File: src/rtl/seq_upc_loop_monitor.sv
`default_nettype none
// ============================================================================
//  Module      : seq_upc_loop_monitor
//  Description : Activity monitor for an HLS accelerator. It tracks the
//                ap_ctrl_hs handshake, one sequential loop and one pipelined
//                loop. Counters saturate and freeze on finish.
//  Revision    : 1.0 - initial release
// ============================================================================
module seq_upc_loop_monitor #(
    parameter int STATE_W = 27,
    parameter int UPC_W   = 1,
    parameter int CNT_W   = 32
) (
    input  logic               clock,
    input  logic               reset,
    input  logic               finish,
    input  logic               mod_ap_start,
    input  logic               mod_ap_ready,
    input  logic               mod_ap_done,
    input  logic               mod_ap_continue,
    input  logic [STATE_W-1:0] seq_cur_state,
    input  logic [STATE_W-1:0] seq_pre_state0,
    input  logic [STATE_W-1:0] seq_pre_state1,
    input  logic [1:0]         seq_pre_valid,
    input  logic [STATE_W-1:0] seq_iter_start_state,
    input  logic [STATE_W-1:0] seq_iter_end_state,
    input  logic [STATE_W-1:0] seq_post_state,
    input  logic               seq_end_valid,
    input  logic               seq_post_valid,
    input  logic               seq_one_state_loop,
    input  logic [UPC_W-1:0]   upc_cur_state,
    input  logic [UPC_W-1:0]   upc_iter_start_state,
    input  logic [UPC_W-1:0]   upc_iter_end_state,
    input  logic               upc_iter_start_enable,
    input  logic               upc_iter_start_block,
    input  logic               upc_iter_end_enable,
    input  logic               upc_iter_end_block,
    input  logic               upc_loop_start,
    input  logic               upc_loop_ready,
    input  logic               upc_loop_done,
    input  logic               upc_loop_continue,
    output logic               mod_busy,
    output logic               seq_in_loop,
    output logic               upc_active,
    output logic               frozen,
    output logic [CNT_W-1:0]   mod_start_cnt,
    output logic [CNT_W-1:0]   mod_done_cnt,
    output logic [CNT_W-1:0]   mod_busy_cycles,
    output logic [CNT_W-1:0]   seq_entry_cnt,
    output logic [CNT_W-1:0]   seq_iter_cnt,
    output logic [CNT_W-1:0]   seq_loop_cycles,
    output logic [CNT_W-1:0]   upc_invoke_cnt,
    output logic [CNT_W-1:0]   upc_iter_start_cnt,
    output logic [CNT_W-1:0]   upc_iter_end_cnt
);

    localparam logic [CNT_W-1:0] CNT_ONE = {{(CNT_W-1){1'b0}}, 1'b1};
    localparam logic [CNT_W-1:0] CNT_MAX = {CNT_W{1'b1}};

    typedef enum logic [1:0] {
        S_IDLE    = 2'd0,
        S_ARMED   = 2'd1,
        S_IN_LOOP = 2'd2
    } seq_state_e;

    // Saturating increment: counters stick at all-ones instead of wrapping.
    function automatic logic [CNT_W-1:0] sat_inc(input logic [CNT_W-1:0] v, input logic en);
        sat_inc = (en && (v != CNT_MAX)) ? (v + CNT_ONE) : v;
    endfunction

    seq_state_e         state_q, state_d;
    logic [STATE_W-1:0] prev_q;
    logic               frozen_q;
    logic               busy_q, busy_d;
    logic               active_q, active_d;
    logic [CNT_W-1:0]   start_cnt_q, start_cnt_d;
    logic [CNT_W-1:0]   done_cnt_q, done_cnt_d;
    logic [CNT_W-1:0]   busy_cyc_q, busy_cyc_d;
    logic [CNT_W-1:0]   entry_q, entry_d;
    logic [CNT_W-1:0]   iter_q, iter_d;
    logic [CNT_W-1:0]   loop_cyc_q, loop_cyc_d;
    logic [CNT_W-1:0]   invoke_q, invoke_d;
    logic [CNT_W-1:0]   upc_s_q, upc_s_d;
    logic [CNT_W-1:0]   upc_e_q, upc_e_d;

    // A cycle with finish=1 is discarded, as is every cycle after freezing.
    logic w_upd;
    assign w_upd = ~frozen_q & ~finish;

    logic w_pre_hit, w_start_hit, w_post_hit, w_end_hit, w_start_fire, w_end_fire;
    assign w_pre_hit   = ((seq_cur_state == seq_pre_state0) & seq_pre_valid[0]) |
                         ((seq_cur_state == seq_pre_state1) & seq_pre_valid[1]);
    assign w_start_hit = (seq_cur_state == seq_iter_start_state);
    assign w_post_hit  = (seq_cur_state == seq_post_state) & seq_post_valid;
    // Repeated end state only counts again for single-state loop bodies.
    assign w_end_hit   = (seq_cur_state == seq_iter_end_state) & seq_end_valid &
                         ((prev_q != seq_iter_end_state) | seq_one_state_loop);
    assign w_start_fire = (upc_cur_state == upc_iter_start_state) &
                          upc_iter_start_enable & ~upc_iter_start_block;
    assign w_end_fire   = (upc_cur_state == upc_iter_end_state) &
                          upc_iter_end_enable & ~upc_iter_end_block;

    // Next-state logic for the loop FSM, flags and all counters.
    always_comb begin
        state_d     = state_q;
        busy_d      = busy_q;
        active_d    = active_q;
        start_cnt_d = sat_inc(start_cnt_q, mod_ap_start & mod_ap_ready);
        done_cnt_d  = sat_inc(done_cnt_q, mod_ap_done & mod_ap_continue);
        busy_cyc_d  = sat_inc(busy_cyc_q, busy_q);
        entry_d     = entry_q;
        iter_d      = iter_q;
        loop_cyc_d  = sat_inc(loop_cyc_q, state_q == S_IN_LOOP);
        invoke_d    = sat_inc(invoke_q, upc_loop_start & upc_loop_ready);
        upc_s_d     = sat_inc(upc_s_q, w_start_fire);
        upc_e_d     = sat_inc(upc_e_q, w_end_fire);

        // Set has priority over clear for both busy-style flags.
        if (mod_ap_start && !busy_q) begin
            busy_d = 1'b1;
        end else if (mod_ap_done && mod_ap_continue) begin
            busy_d = 1'b0;
        end
        if (upc_loop_start) begin
            active_d = 1'b1;
        end else if (upc_loop_done && upc_loop_continue) begin
            active_d = 1'b0;
        end

        case (state_q)
            S_IDLE: begin
                if (w_pre_hit) state_d = S_ARMED;
            end
            S_ARMED: begin
                if (w_start_hit) begin
                    state_d = S_IN_LOOP;
                    entry_d = sat_inc(entry_q, 1'b1);
                    // Entry cycle may already be the end of a one-state body.
                    iter_d  = sat_inc(iter_q, w_end_hit);
                end
            end
            S_IN_LOOP: begin
                iter_d = sat_inc(iter_q, w_end_hit);
                if (w_post_hit) state_d = S_IDLE;
            end
            default: state_d = S_IDLE;
        endcase
    end

    // State register: asynchronous clear, updates gated by freeze.
    always_ff @(posedge clock or negedge reset) begin
        if (!reset) begin
            state_q     <= S_IDLE;
            prev_q      <= '0;
            frozen_q    <= 1'b0;
            busy_q      <= 1'b0;
            active_q    <= 1'b0;
            start_cnt_q <= '0;
            done_cnt_q  <= '0;
            busy_cyc_q  <= '0;
            entry_q     <= '0;
            iter_q      <= '0;
            loop_cyc_q  <= '0;
            invoke_q    <= '0;
            upc_s_q     <= '0;
            upc_e_q     <= '0;
        end else begin
            frozen_q <= frozen_q | finish;
            if (w_upd) begin
                state_q     <= state_d;
                prev_q      <= seq_cur_state;
                busy_q      <= busy_d;
                active_q    <= active_d;
                start_cnt_q <= start_cnt_d;
                done_cnt_q  <= done_cnt_d;
                busy_cyc_q  <= busy_cyc_d;
                entry_q     <= entry_d;
                iter_q      <= iter_d;
                loop_cyc_q  <= loop_cyc_d;
                invoke_q    <= invoke_d;
                upc_s_q     <= upc_s_d;
                upc_e_q     <= upc_e_d;
            end
        end
    end

    assign mod_busy           = busy_q;
    assign seq_in_loop        = (state_q == S_IN_LOOP);
    assign upc_active         = active_q;
    assign frozen             = frozen_q;
    assign mod_start_cnt      = start_cnt_q;
    assign mod_done_cnt       = done_cnt_q;
    assign mod_busy_cycles    = busy_cyc_q;
    assign seq_entry_cnt      = entry_q;
    assign seq_iter_cnt       = iter_q;
    assign seq_loop_cycles    = loop_cyc_q;
    assign upc_invoke_cnt     = invoke_q;
    assign upc_iter_start_cnt = upc_s_q;
    assign upc_iter_end_cnt   = upc_e_q;

endmodule
`default_nettype wire

File: config.mk
export PLATFORM = sky130hd
export DESIGN_NAME = seq_upc_loop_monitor
export DESIGN_NICKNAME = d
export VERILOG_FILES = /design/src/rtl/seq_upc_loop_monitor.sv
export SDC_FILE = /design/constraint.sdc
export NUM_CORES = 1
export LEC_CHECK = 0
export ABC_AREA = 1
export CAP_MARGIN = 20
export CORE_ASPECT_RATIO = 1.75
export CORE_UTILIZATION = 51
export DETAILED_ROUTE_END_ITERATION = 12
export PLACE_DENSITY = 0.92
export RECOVER_POWER = 100
export SYNTH_ARGS = -nofsm -noshare
export SYNTH_HDL_FRONTEND = slang
export SYNTH_SLANG_ARGS = --single-unit
File: constraint.sdc
create_clock -name clock -period 2.6 [get_ports clock]
set_clock_uncertainty 0.15 [all_clocks]
set_input_delay 0.78 -clock clock [delete_from_list [all_inputs] [get_ports clock]]
set_output_delay 0.78 -clock clock [all_outputs]
set_load 0.01 [all_outputs]
Yosys cells after proc, flatten, opt, wreduce, memory -nomap -nowiden
Cells that the tools add are included.
{"block": "word_totals", "n_memories": 0, "latch_bits": 0, "input_bits": 185, "mem_bits_rw": 0, "romBits": 0, "ff_bits": 320}
{"block": "op_classes", "n_reduce_logical": 28, "bitwise": 20, "magnitude_cmp": 0, "mux": 11, "n_div": 0, "shifts": 0, "n_addsub": 9, "mul": 0, "n_eq_ne": 22}
{"operator": "adder 32 x 1 -> 32 bit (second input constant)", "count": 9}
{"operator": "!= test 32 bit (second input constant)", "count": 9}
{"operator": "equality test 27 bit", "count": 5}
{"operator": "2-to-1 mux 32 bit", "count": 2}
{"operator": "one-hot mux 32 bit (2 select lines)", "count": 1}
{"operator": "!= test 27 bit", "count": 1}
{"operator": "AND reduction 2 bit", "count": 9}
{"operator": "bitwise AND 1 bit", "count": 13}
{"operator": "logical AND 1 bit", "count": 11}
{"operator": "AND reduction 4 bit", "count": 2}
{"operator": "2-to-1 mux 2 bit", "count": 3}
{"operator": "one-hot mux 2 bit (3 select lines)", "count": 1}
{"operator": "nonzero test 2 bit", "count": 3}
{"operator": "2-to-1 mux 1 bit", "count": 4}
{"operator": "!= test 2 bit (second input constant)", "count": 2}
{"operator": "NOT 1 bit", "count": 4}
{"operator": "OR 1 bit", "count": 3}
{"operator": "AND reduction 3 bit", "count": 1}
{"operator": "equality test 1 bit", "count": 2}
{"operator": "equality test 2 x 1 -> 1 bit (second input constant)", "count": 1}
{"operator": "equality test 2 bit (second input constant)", "count": 1}
{"operator": "logical NOT 2 bit", "count": 1}
{"operator": "!= test 2 x 1 -> 1 bit (second input constant)", "count": 1}
{"operator": "logical NOT 1 bit", "count": 1}

Logic depth before layout (Yosys ltp)
{"block": "depth", "depth_word": 7, "depth_mapped": 15, "ltp_nobuf": 13}

Worst setup path after synthesis
No wires, ideal clock.
{"block": "synth_path", "path_type": "input to register", "start": "in seq_cur_state[13]", "end": "reg entry_q[24], in the netlist seq_entry_cnt[24]", "path_slack_ps": 283, "arrival_time_ps": 2051, "stages": 15, "required_ps": 2334, "n_path_buf": 3, "setup_ps": 116, "cell_sequence": "buf_2 -> inv_1 -> nand2_1 -> nand2_1 -> nand2_1 -> nor2_1 -> nand2_1 -> nor2_1 -> nand2_1 -> inv_1 -> nand3_2 -> buf_4 -> buf_4 -> nand2_1 -> nand2_1"}
{"block": "synth_between", "elab_chain_len": 2}
{"item": "start: declaration", "line_no": "21", "rtl": "input logic [STATE_W-1:0] seq_cur_state,"}
{"item": "equality test 27 bit", "line_no": "93", "rtl": "assign w_start_hit = (seq_cur_state == seq_iter_start_state);"}
{"item": "AND reduction 4 bit (no line)"}
{"item": "end signal: assignment", "line_no": "177", "rtl": "entry_q <= entry_d;"}
{"item": "end: declaration", "line_no": "79", "rtl": "logic [CNT_W-1:0] entry_q, entry_d;"}
Every way passes these cells.
A chain may end at the register's enable or synchronous reset.

Worst setup path after layout
{"block": "layout_path", "start": "reg invoke_q[16], in the netlist upc_invoke_cnt[16]", "end": "out upc_invoke_cnt[16]"}
{"item": "start: declaration", "line_no": "82", "rtl": "logic [CNT_W-1:0] invoke_q, invoke_d;"}
{"item": "start signal: assignment", "line_no": "180", "rtl": "invoke_q <= invoke_d;"}
{"item": "end: declaration", "line_no": "52", "rtl": "output logic [CNT_W-1:0] upc_invoke_cnt,"}
No word-level cell between the ends.

==> impl_metrics.json <==
{
  "synth_seq_cells": 320,
  "leakagePower_nw": 13.14,
  "cp_cell_sequence": "clkdlybuf4s50_1",
  "setup_slack_ns": -0.01049,
  "grt_usage_pct": 36.78,
  "ys_seq_area_share_pct": 39.09,
  "wire_per_inst_um": 18.76,
  "slowest_delay_ns": 0.62,
  "cts_tree": "built",
  "slowest_stage": "clkdlybuf4s50_1",
  "area_growth_pct": 36.80,
  "required_ns": 1.67,
  "root_buffer": "clkbuf_16",
  "clk_pin_slew_worst_paths_ns": 0.07,
  "htree_num_levels": 1,
  "violations": "negative setup slack",
  "max_freq_ghz": 0.3831,
  "worst_hold_slack_ns": 0.3287,
  "die-area_um2": 41010,
  "powerDensity_nw_per_um2": 390.5,
  "setup_viol": 1,
  "slew_viol_final": 0,
  "reg2reg_to": "upc_iter_start_cnt[26]$_DFFE_PN0P_",
  "power_mw": 10.94,
  "arrival_ns": 1.68,
  "worstSetupPathType": "reg2out",
  "fin_crit_ns": 2.610,
  "drtAntennaViolNets": 0,
  "worst_pin_slew_ns": 1.072,
  "clock-sinks": 320,
  "hp-start": "upc_active$_DFFE_PN0P_",
  "drt_wl_total_mm": 75.98,
  "clk_latency_ns": 0.59,
  "gp_congestion": 1.074,
  "start_util_pct": 52.00,
  "cp_max_fo": 4,
  "syn-num-nets": 3093,
  "nets": 3726,
  "port_buffers": 476,
  "drive_gt1_share_pct": 8.441,
  "finalCritPeriodShare_pct": 100.4,
  "fp-row-count": 96,
  "die_h_um": 267.1,
  "drt_iter0_markers": 1492,
  "end_kind": "output pin",
  "setup-tns-final_ns": -0.01049,
  "synthDistinctLibCells": 37,
  "dr_total_vias": 22130,
  "holdPathEnd": "upc_active$_DFFE_PN0P_",
  "finalInstanceArea_um2": 28030,
  "synthesis.area_um2": 20490,
  "cp_top_family": "buffers and inverters",
  "grt_max_degree": 61,
  "ir_worst_vdd_v": 0.0004512,
  "hold_depth": 2,
  "clockBufferDepth": 3,
  "slew-limit-headroom_pct": 28.54,
  "cts_buffers": 30,
  "syn_area_per_cell_um2": 7.067,
  "antenna_found_initial": 6,
  "drc": 0,
  "final_cells": 4050,
  "overflow": 0,
  "rrSetupSlack_ns": 0.10,
  "dp_cells": 3980,
  "reg2reg_depth": 11,
  "r2r_start": "upc_iter_start_cnt[0]$_DFFE_PN0P_",
  "hpwlAfterDp_mm": 60.20,
  "grt_pass1_wl_mm": 117.7,
  "min-delay-path-class": "reg2reg",
  "finalHoldViolCount": 0,
  "grt_pass1_vias": 22440,
  "core_area_um2": 39400,
  "cp_num_buf_inv": 1,
  "dieWidth_um": 153.5,
  "startpoint_type": "flip-flop",
  "drt-vias-per-instance": 5.464,
  "firstDrtPassIters": 6,
  "placed_area_um2": 27050,
  "maxCapViolCount": 0,
  "num_io_pins": 477,
  "synthCells": 2899,
  "fillCellCount": 3136,
  "status": "finished, violations left",
  "ys_warn_count": 0
}
==> sequential cells by signal, indices dropped and copies added, names as in the netlist <==
| register | flops |
|---|---|
| seq_entry_cnt | 32 |
| upc_active | 1 |
| upc_invoke_cnt | 32 |
| mod_start_cnt | 32 |
| frozen | 1 |
| upc_iter_start_cnt | 32 |
| mod_busy | 1 |
| mod_busy_cycles | 32 |
| state_q | 2 |
| seq_loop_cycles | 32 |
| mod_done_cnt | 32 |
| prev_q | 27 |
| seq_iter_cnt | 32 |
| upc_iter_end_cnt | 32 |
==> synth_stat cells, drive strengths merged <==
cell,count,share of area (%)
nand2,1019,19
nor2,331,6.1
dfrtp,320,39
inv,304,5.6
xor2,210,9.0
nor3,134,3.4
xnor2,125,5.3
nand3,123,3.1
o21ai,103,2.6
nand4,86,2.6
buf,50,1.4
nor4,34,1.0
clkbuf,20,0.41
ha,9,0.55
nand3b,8,0.29
and3,6,0.18
or2,5,0.15
nor3b,4,0.15
a21oi,2,0.049
nor4b,2,0.086
a21boi,1,0.037
and2,1,0.031
o21a,1,0.037
o22ai,1,0.031
==> area by class of cell <==
type	count	area (µm²)	area share (%)
Clock buffer	42	845.8	3.018
Inverter	304	1141	4.072
Antenna cell	6	15.01	0.05357
Timing Repair Buffer	670	6178	22.05
Sequential cell	320	8070	28.80
Clock inverter	12	128.9	0.4598
Multi-Input combinational cell	2206	11030	39.37
Tap cell	490	613.1	2.188
==> routing by layer <==
metal / routed length (µm) / vias to the layer above / global-route usage [%]
met2: 39350 / 1164 / 68.11
met3: 4965 / 404 / 6.537
met4: 7277 / 0 / 31.86
met5: 0 / - / 0
li1: - / 10370 / -
met1: 24380 / 10190 / 34.69
==> through the flow <==
stage / worst slack [ns] / utilization (%)
final: -0.01049 / 71.14
after global routing: -0.02317 / 71.14
after CTS: 0.0007697 / 71.25
after detailed placement: -0.6088 / 68.66
after global placement: -0.5772 / 68.66
after floorplan: 0.2827 / -
==> what timing repair did <==
action	CTS	global route
hold buffers	1	0
setup buffers	0	8
gates cloned	0	1
setup endpoints to repair	77	98
endpoints found under the hold margin	20	0
pin swaps	0	6
resized for setup	52	54
==> cells by family after synthesis <==
group / Yosys count / synth area share (%)
compound gates: 108 / 2.724
xor+xnor: 335 / 14.32
fa+ha+maj: 9 / 0.5497
buf+inv: 374 / 7.372
flops: 320 / 39.09
simple gates: 1753 / 35.94
==> cell usage in the layout (no fill, tap or decap), types with 10 or more instances in the layout <==
cell,synthesis,layout
nand3_1,119,120
clkbuf_1,13,38
nand4_1,86,86
buf_4,4,131
clkbuf_4,0,14
dlygate4sd2_1,0,20
dfrtp_1,320,270
o21ai_0,97,97
clkdlybuf4s50_1,0,407
nor4_1,34,34
clkbuf_2,7,10
xor2_1,210,210
nor2_1,327,321
dlygate4sd3_1,0,37
nand2_1,1017,1014
clkbuf_16,0,30
dfrtp_2,0,50
nor3_1,129,130
xnor2_1,125,125
inv_1,297,300
==> worst max-delay path by stage <==
stage | from | endpoint | slack [ns] | cells after the start
4_1_cts | upc_invoke_cnt[19]$_DFFE_PN0P_ | upc_invoke_cnt[19] | 0.0008 | 1
2_1_floorplan | seq_cur_state[13] | seq_entry_cnt[24]$_DFFE_PN0P_ | 0.28 | 15
3_3_place_gp | seq_cur_state[19] | seq_iter_cnt[28]$_DFFE_PN0P_ | -0.58 | 13
3_5_place_dp | seq_cur_state[16] | seq_iter_cnt[16]$_DFFE_PN0P_ | -0.61 | 11
6_report | upc_invoke_cnt[16]$_DFFE_PN0P_ | upc_invoke_cnt[16] | -0.01 | 1
5_1_grt | seq_iter_cnt[0]$_DFFE_PN0P_ | seq_iter_cnt[8]$_DFFE_PN0P_ | -0.02 | 12
==> power breakdown <==
group	internal, mW	leakage, nW	switching (mW)
sequential	5.07	4.02	0.0920
clock	2.47	0.485	2.01
combinational	0.636	8.64	0.666
(Power assumes the default switching activity.)
